[src/rtl/multicycle_control.sv]
// Main control FSM for the multicycle MIPS datapath: sequences fetch, decode,
// execute, memory and write-back, driving datapath strobes and ALUOp.
module multicycle_control (
  input  logic       clk,
  input  logic       rst_n,
  input  logic [5:0] opcode,
  input  logic       mem_ready,
  output logic [2:0] ALUOp,
  output logic       ALUSrcA,
  output logic [1:0] ALUSrcB,
  output logic       IorD,
  output logic       MemRead,
  output logic       MemWrite,
  output logic       IRWrite,
  output logic       PCWrite,
  output logic       PCWriteCond,
  output logic [1:0] PCSource,
  output logic       RegDst,
  output logic       MemtoReg,
  output logic       RegWrite,
  output logic       instr_done,
  output logic       illegal,
  output logic [3:0] state
);

  typedef enum logic [3:0] {
    S_FETCH  = 4'd0,
    S_DECODE = 4'd1,
    S_MEMADR = 4'd2,
    S_MEMRD  = 4'd3,
    S_MEMWB  = 4'd4,
    S_MEMWR  = 4'd5,
    S_EXEC   = 4'd6,
    S_ALUWB  = 4'd7,
    S_BRANCH = 4'd8,
    S_JUMP   = 4'd9,
    S_IEXEC  = 4'd10,
    S_IWB    = 4'd11
  } state_t;

  localparam logic [5:0] OP_RTYPE = 6'b000000;
  localparam logic [5:0] OP_LW    = 6'b100011;
  localparam logic [5:0] OP_SW    = 6'b101011;
  localparam logic [5:0] OP_BEQ   = 6'b000100;
  localparam logic [5:0] OP_J     = 6'b000010;
  localparam logic [5:0] OP_ADDI  = 6'b001000;
  localparam logic [5:0] OP_ANDI  = 6'b001100;
  localparam logic [5:0] OP_ORI   = 6'b001101;

  state_t     cur;
  logic [5:0] op_q;

  always_ff @(posedge clk or negedge rst_n) begin
    if (!rst_n) begin
      cur  <= S_FETCH;
      op_q <= '0;
    end else begin
      case (cur)
        S_FETCH:  if (mem_ready) cur <= S_DECODE;
        S_DECODE: begin
          op_q <= opcode;
          case (opcode)
            OP_RTYPE:                 cur <= S_EXEC;
            OP_LW, OP_SW:             cur <= S_MEMADR;
            OP_BEQ:                   cur <= S_BRANCH;
            OP_J:                     cur <= S_JUMP;
            OP_ADDI, OP_ANDI, OP_ORI: cur <= S_IEXEC;
            default:                  cur <= S_FETCH;
          endcase
        end
        S_MEMADR: cur <= (op_q == OP_SW) ? S_MEMWR : S_MEMRD;
        S_MEMRD:  if (mem_ready) cur <= S_MEMWB;
        S_MEMWR:  if (mem_ready) cur <= S_FETCH;
        S_EXEC:   cur <= S_ALUWB;
        S_IEXEC:  cur <= S_IWB;
        default:  cur <= S_FETCH;
      endcase
    end
  end

  assign state = cur;

  // Outputs are gated by rst_n so FETCH strobes stay silent while reset is held.
  always_comb begin
    ALUOp       = '0;
    ALUSrcA     = 1'b0;
    ALUSrcB     = '0;
    IorD        = 1'b0;
    MemRead     = 1'b0;
    MemWrite    = 1'b0;
    IRWrite     = 1'b0;
    PCWrite     = 1'b0;
    PCWriteCond = 1'b0;
    PCSource    = '0;
    RegDst      = 1'b0;
    MemtoReg    = 1'b0;
    RegWrite    = 1'b0;
    instr_done  = 1'b0;
    illegal     = 1'b0;
    if (rst_n) begin
      case (cur)
        S_FETCH: begin
          MemRead = 1'b1;
          ALUSrcB = 2'b01;
          IRWrite = mem_ready;
          PCWrite = mem_ready;
        end
        S_DECODE: begin
          ALUSrcB = 2'b11;
          case (opcode)
            OP_RTYPE, OP_LW, OP_SW, OP_BEQ, OP_J, OP_ADDI, OP_ANDI, OP_ORI: ;
            default: begin
              illegal    = 1'b1;
              instr_done = 1'b1;
            end
          endcase
        end
        S_MEMADR: begin
          ALUSrcA = 1'b1;
          ALUSrcB = 2'b10;
        end
        S_MEMRD: begin
          IorD    = 1'b1;
          MemRead = 1'b1;
        end
        S_MEMWB: begin
          MemtoReg   = 1'b1;
          RegWrite   = 1'b1;
          instr_done = 1'b1;
        end
        S_MEMWR: begin
          IorD       = 1'b1;
          MemWrite   = 1'b1;
          instr_done = mem_ready;
        end
        S_EXEC: begin
          ALUSrcA = 1'b1;
          ALUOp   = 3'b010;
        end
        S_ALUWB: begin
          RegDst     = 1'b1;
          RegWrite   = 1'b1;
          instr_done = 1'b1;
        end
        S_BRANCH: begin
          ALUSrcA     = 1'b1;
          ALUOp       = 3'b001;
          PCWriteCond = 1'b1;
          PCSource    = 2'b01;
          instr_done  = 1'b1;
        end
        S_JUMP: begin
          PCWrite    = 1'b1;
          PCSource   = 2'b10;
          instr_done = 1'b1;
        end
        S_IEXEC: begin
          ALUSrcA = 1'b1;
          ALUSrcB = 2'b10;
          case (op_q)
            OP_ADDI: ALUOp = 3'b011;
            OP_ANDI: ALUOp = 3'b100;
            OP_ORI:  ALUOp = 3'b101;
            default: ALUOp = 3'b000;
          endcase
        end
        S_IWB: begin
          RegWrite   = 1'b1;
          instr_done = 1'b1;
        end
        default: ;
      endcase
    end
  end

endmodule
[config.mk]
export PLATFORM = sky130hd
export DESIGN_NAME = multicycle_control
export DESIGN_NICKNAME = d
export VERILOG_FILES = /design/src/rtl/multicycle_control.sv
export SDC_FILE = /design/constraint.sdc
export NUM_CORES = 1
export LEC_CHECK = 0
export CAP_MARGIN = 20
export CORE_ASPECT_RATIO = 1.5
export CORE_MARGIN = 2
export CORE_UTILIZATION = 35
export CTS_CLUSTER_DIAMETER = 60
export DETAILED_ROUTE_END_ITERATION = 10
export MAX_ROUTING_LAYER = met4
export PLACE_DENSITY = 0.69
export REMOVE_ABC_BUFFERS = 1
export SYNTH_ARGS = -nofsm -noshare
export SYNTH_HDL_FRONTEND = slang
export SYNTH_SLANG_ARGS = --single-unit
[constraint.sdc]
create_clock -name clk -period 2.89 [get_ports clk]
set_input_delay 0.578 -clock clk [delete_from_list [all_inputs] [get_ports clk]]
set_output_delay 0.578 -clock clk [all_outputs]
set_load 0.05 [all_outputs]
==> flow_summary_export.csv <==
group,metric,value,unit
run_status,run_status,"finished clean",
synthesis,synth_area_leaders,"dfrtp_1 29%, nor2_1 8.7%, nand2_1 8.3%, nor2b_1 5.1%, o21ai_0 4.1%",
timing,fin_ws,0.0564,ns
route,ant_nets,0,
global_routing,grt_max_degree,15,
timing,rsz0062_at_grt,"false",
route,routedWlPerCell,14.3,microns
synthesis,synth_edf_count,0,
global_routing,grt_pass1_vias,1100,
route,drt-total-wl,2670,microns
worst_setup_path,startpoint_type,"input port",
die,die_h,64.8,microns
clocking,numCtsBuffers,3,
clocking,hold_buffers,0,
synthesis,async_reset_ff_frac,1.00,
timing,setup_tns,0,ns
timing,skew,0.00468,ns
timing,layout_min_cycle_time,2.83,ns
synthesis,synth_flop_cell,"dfrtp_1",
clocking,htreeDepth,1,
worst_setup_path,crit_type,"input port to output port",
route,routed_via_density,5.52,
final_layout,nets,172,
placement,place_congestion,0.845,
global_routing,antenna_found_initial,0,
timing,finalHoldViolCount,0,
die,rows,22,
worst_setup_path,crit_path_cell_trace,"clkdlybuf4s50_1, or4_4, a211oi_2, a2111oi_2, a31o_2, buf_6",
worst_setup_path,cp.required,2.31,ns
route,drcViolationCount,0,
worst_setup_path,crit_arrival,2.26,ns
synthesis,seq_area_frac_synth,0.290,
die,die_x,44.6,microns
final_layout,layout-drive-gt1-share,0.333,
timing,post-route-period-util,0.980,
synthesis,yosysMostFrequentCell,"nor2_1",
die,ios,32,
synthesis,synth_top_area_cell,"dfrtp_1",
clocking,post-cts-setup-buffers,0,
synthesis,muxShareOfSynthArea,0,
clocking,cts_tree,"built",
synthesis,netlist_area,863,sq um
global_routing,grt_util_all_layers,0.217,
placement,dp_hpwl,2150,microns
timing,worst_pin_slew,0.515,ns
timing,finalSetupViolCount,0,
die,dieArea,0.00289,sq mm
clocking,ctsRootBufferMaster,"clkbuf_4",
synthesis,synth-compound-area-share,0.210,
timing,clock.fmax,353,MHz
route,first_iter_violations,16,
die,start_util,0.361,
clocking,clkLatencyLatePin,0.28,ns
placement,port_buffers,31,
synthesis,syn_avg_cell_area,7.44,sq um
synthesis,synthTopCellsByCount,"20 x nor2_1, 19 x nand2_1, 10 x dfrtp_1, 7 x nor2b_1, 7 x o21ai_0",
synthesis,yosysWarnings,0,
route,vias,1027,
worst_setup_path,slowest_delay,0.51,ns
placement,pre_cts_ws,-0.0870,ns
worst_setup_path,cp_slowest_cell,"or4_4",
worst_setup_path,path_max_fanout,3,
die,coreArea,0.00239,sq mm
synthesis,synthCells,116,
global_routing,overflow,0,
clocking,cts_buffer_depth,2,
route,drt_first_pass_iters,4,
power_and_ir_drop,peakVddDrop,644,uV
worst_setup_path,critPathCaptureType,"output port",
synthesis,synth_top_area_frac,0.290,
final_layout,area_delta_synth_final,81.7,%
hold_path,min-delay-path-class,"register to register",
synthesis,synthSimpleGateAreaFrac,0.413,
synthesis,synth_top_family_by_area,"simple AND/OR/NAND/NOR gates",
run,max_cap_violations,0,
synthesis,synthAdderAreaFrac,0,
timing,relSlewSlack,0.656,
power_and_ir_drop,p_per_area,872,mW/mm^2
timing,drv_slew,0,
clocking,clock_sinks,10,
final_layout,num_antenna_cells,0,
synthesis,synthDistinctLibCells,41,
power_and_ir_drop,p_leak,0.685,nW
synthesis,synth_seq_cells,10,
synthesis,synth-xor-area-share,0.0304,
power_and_ir_drop,p_total,1.37,mW
global_routing,grt_pass1_wl,4710,microns
clocking,clk_pin_slew,0.07,ns
where the power goes:
group	switching (mW)	total (mW)	internal, mW
clock	0.0556	0.132	0.0767
sequential	0.0560	0.257	0.201
combinational	0.569	0.978	0.409
per-layer routing:
layer	wire length, microns	vias to the layer above	track usage
met2	1510	25	0.408
li1	-	503	-
met5	0	-	-
met3	75	5	0.0306
met1	1060	494	0.229
met4	28	0	0.0455
critical path: cells and delay by family:
kind / cells / cell delay [ns]
AO/OA/AOI/OAI: 3 / 0.58
buffers and inverters: 2 / 0.59
AND/OR/NAND/NOR: 1 / 0.51
logic make-up after synthesis:
kind of cell	count (synthesis)
and+or+nand+nor	67
DFF	10
buffers and inverters	11
AOI/OAI and AO/OA	25
xor gates and xnor gates	3
flip-flops by register name (all words and copies together) (netlist names):
| name | flops |
|---|---|
| op_q | 6 |
| state | 4 |
path summary, 6_finish.rpt:
path,startpoint,endpoint,slack (ns),depth (start not counted)
worst max-delay path,opcode[3],instr_done,0.06,6
worst min-delay path,op_q[3],op_q[3],0.49,2
worst max register to register,state[2],state[1],1.39,5
worst min register to register,op_q[3],op_q[3],0.49,2
max in group asynchronous,rst_n,op_q[2],2.10,2
min in group asynchronous,rst_n,state[3],0.62,2
layout by cell type, fill, tap and decap left out, types with 7 or more instances in the layout:
cell / instances
nor2_1: 19
nand2_1: 19
buf_12: 18
buf_4: 18
clkdlybuf4s50_1: 10
dfrtp_1: 10
nor2b_1: 7
o21ai_0: 7
through the flow:
stage	cells	hold slack (ns)	utilization	instance area (sq um)
floorplan	109	0.282	-	830
global placement	182	0.453	0.619	1480
detailed placement	182	0.471	0.619	1480
CTS	186	0.488	0.645	1540
global route	186	0.515	0.655	1570
finish	186	0.490	0.655	1570
repair_timing:
item                       in CTS  in global routing
pin swaps                       1                  4
setup endpoints to repair       3                  4
resized for setup               5                  6
area by class of cell:
type	count	area [sq um]
Clock buffer	4	36.3
Multi-Input combinational cell	95	606
Tap cell	24	30.0
Sequential cell	10	250
Fill cell	201	826
Timing Repair Buffer	49	632
Inverter	4	15.0
Note: power is estimated with default switching activity, not from simulation.
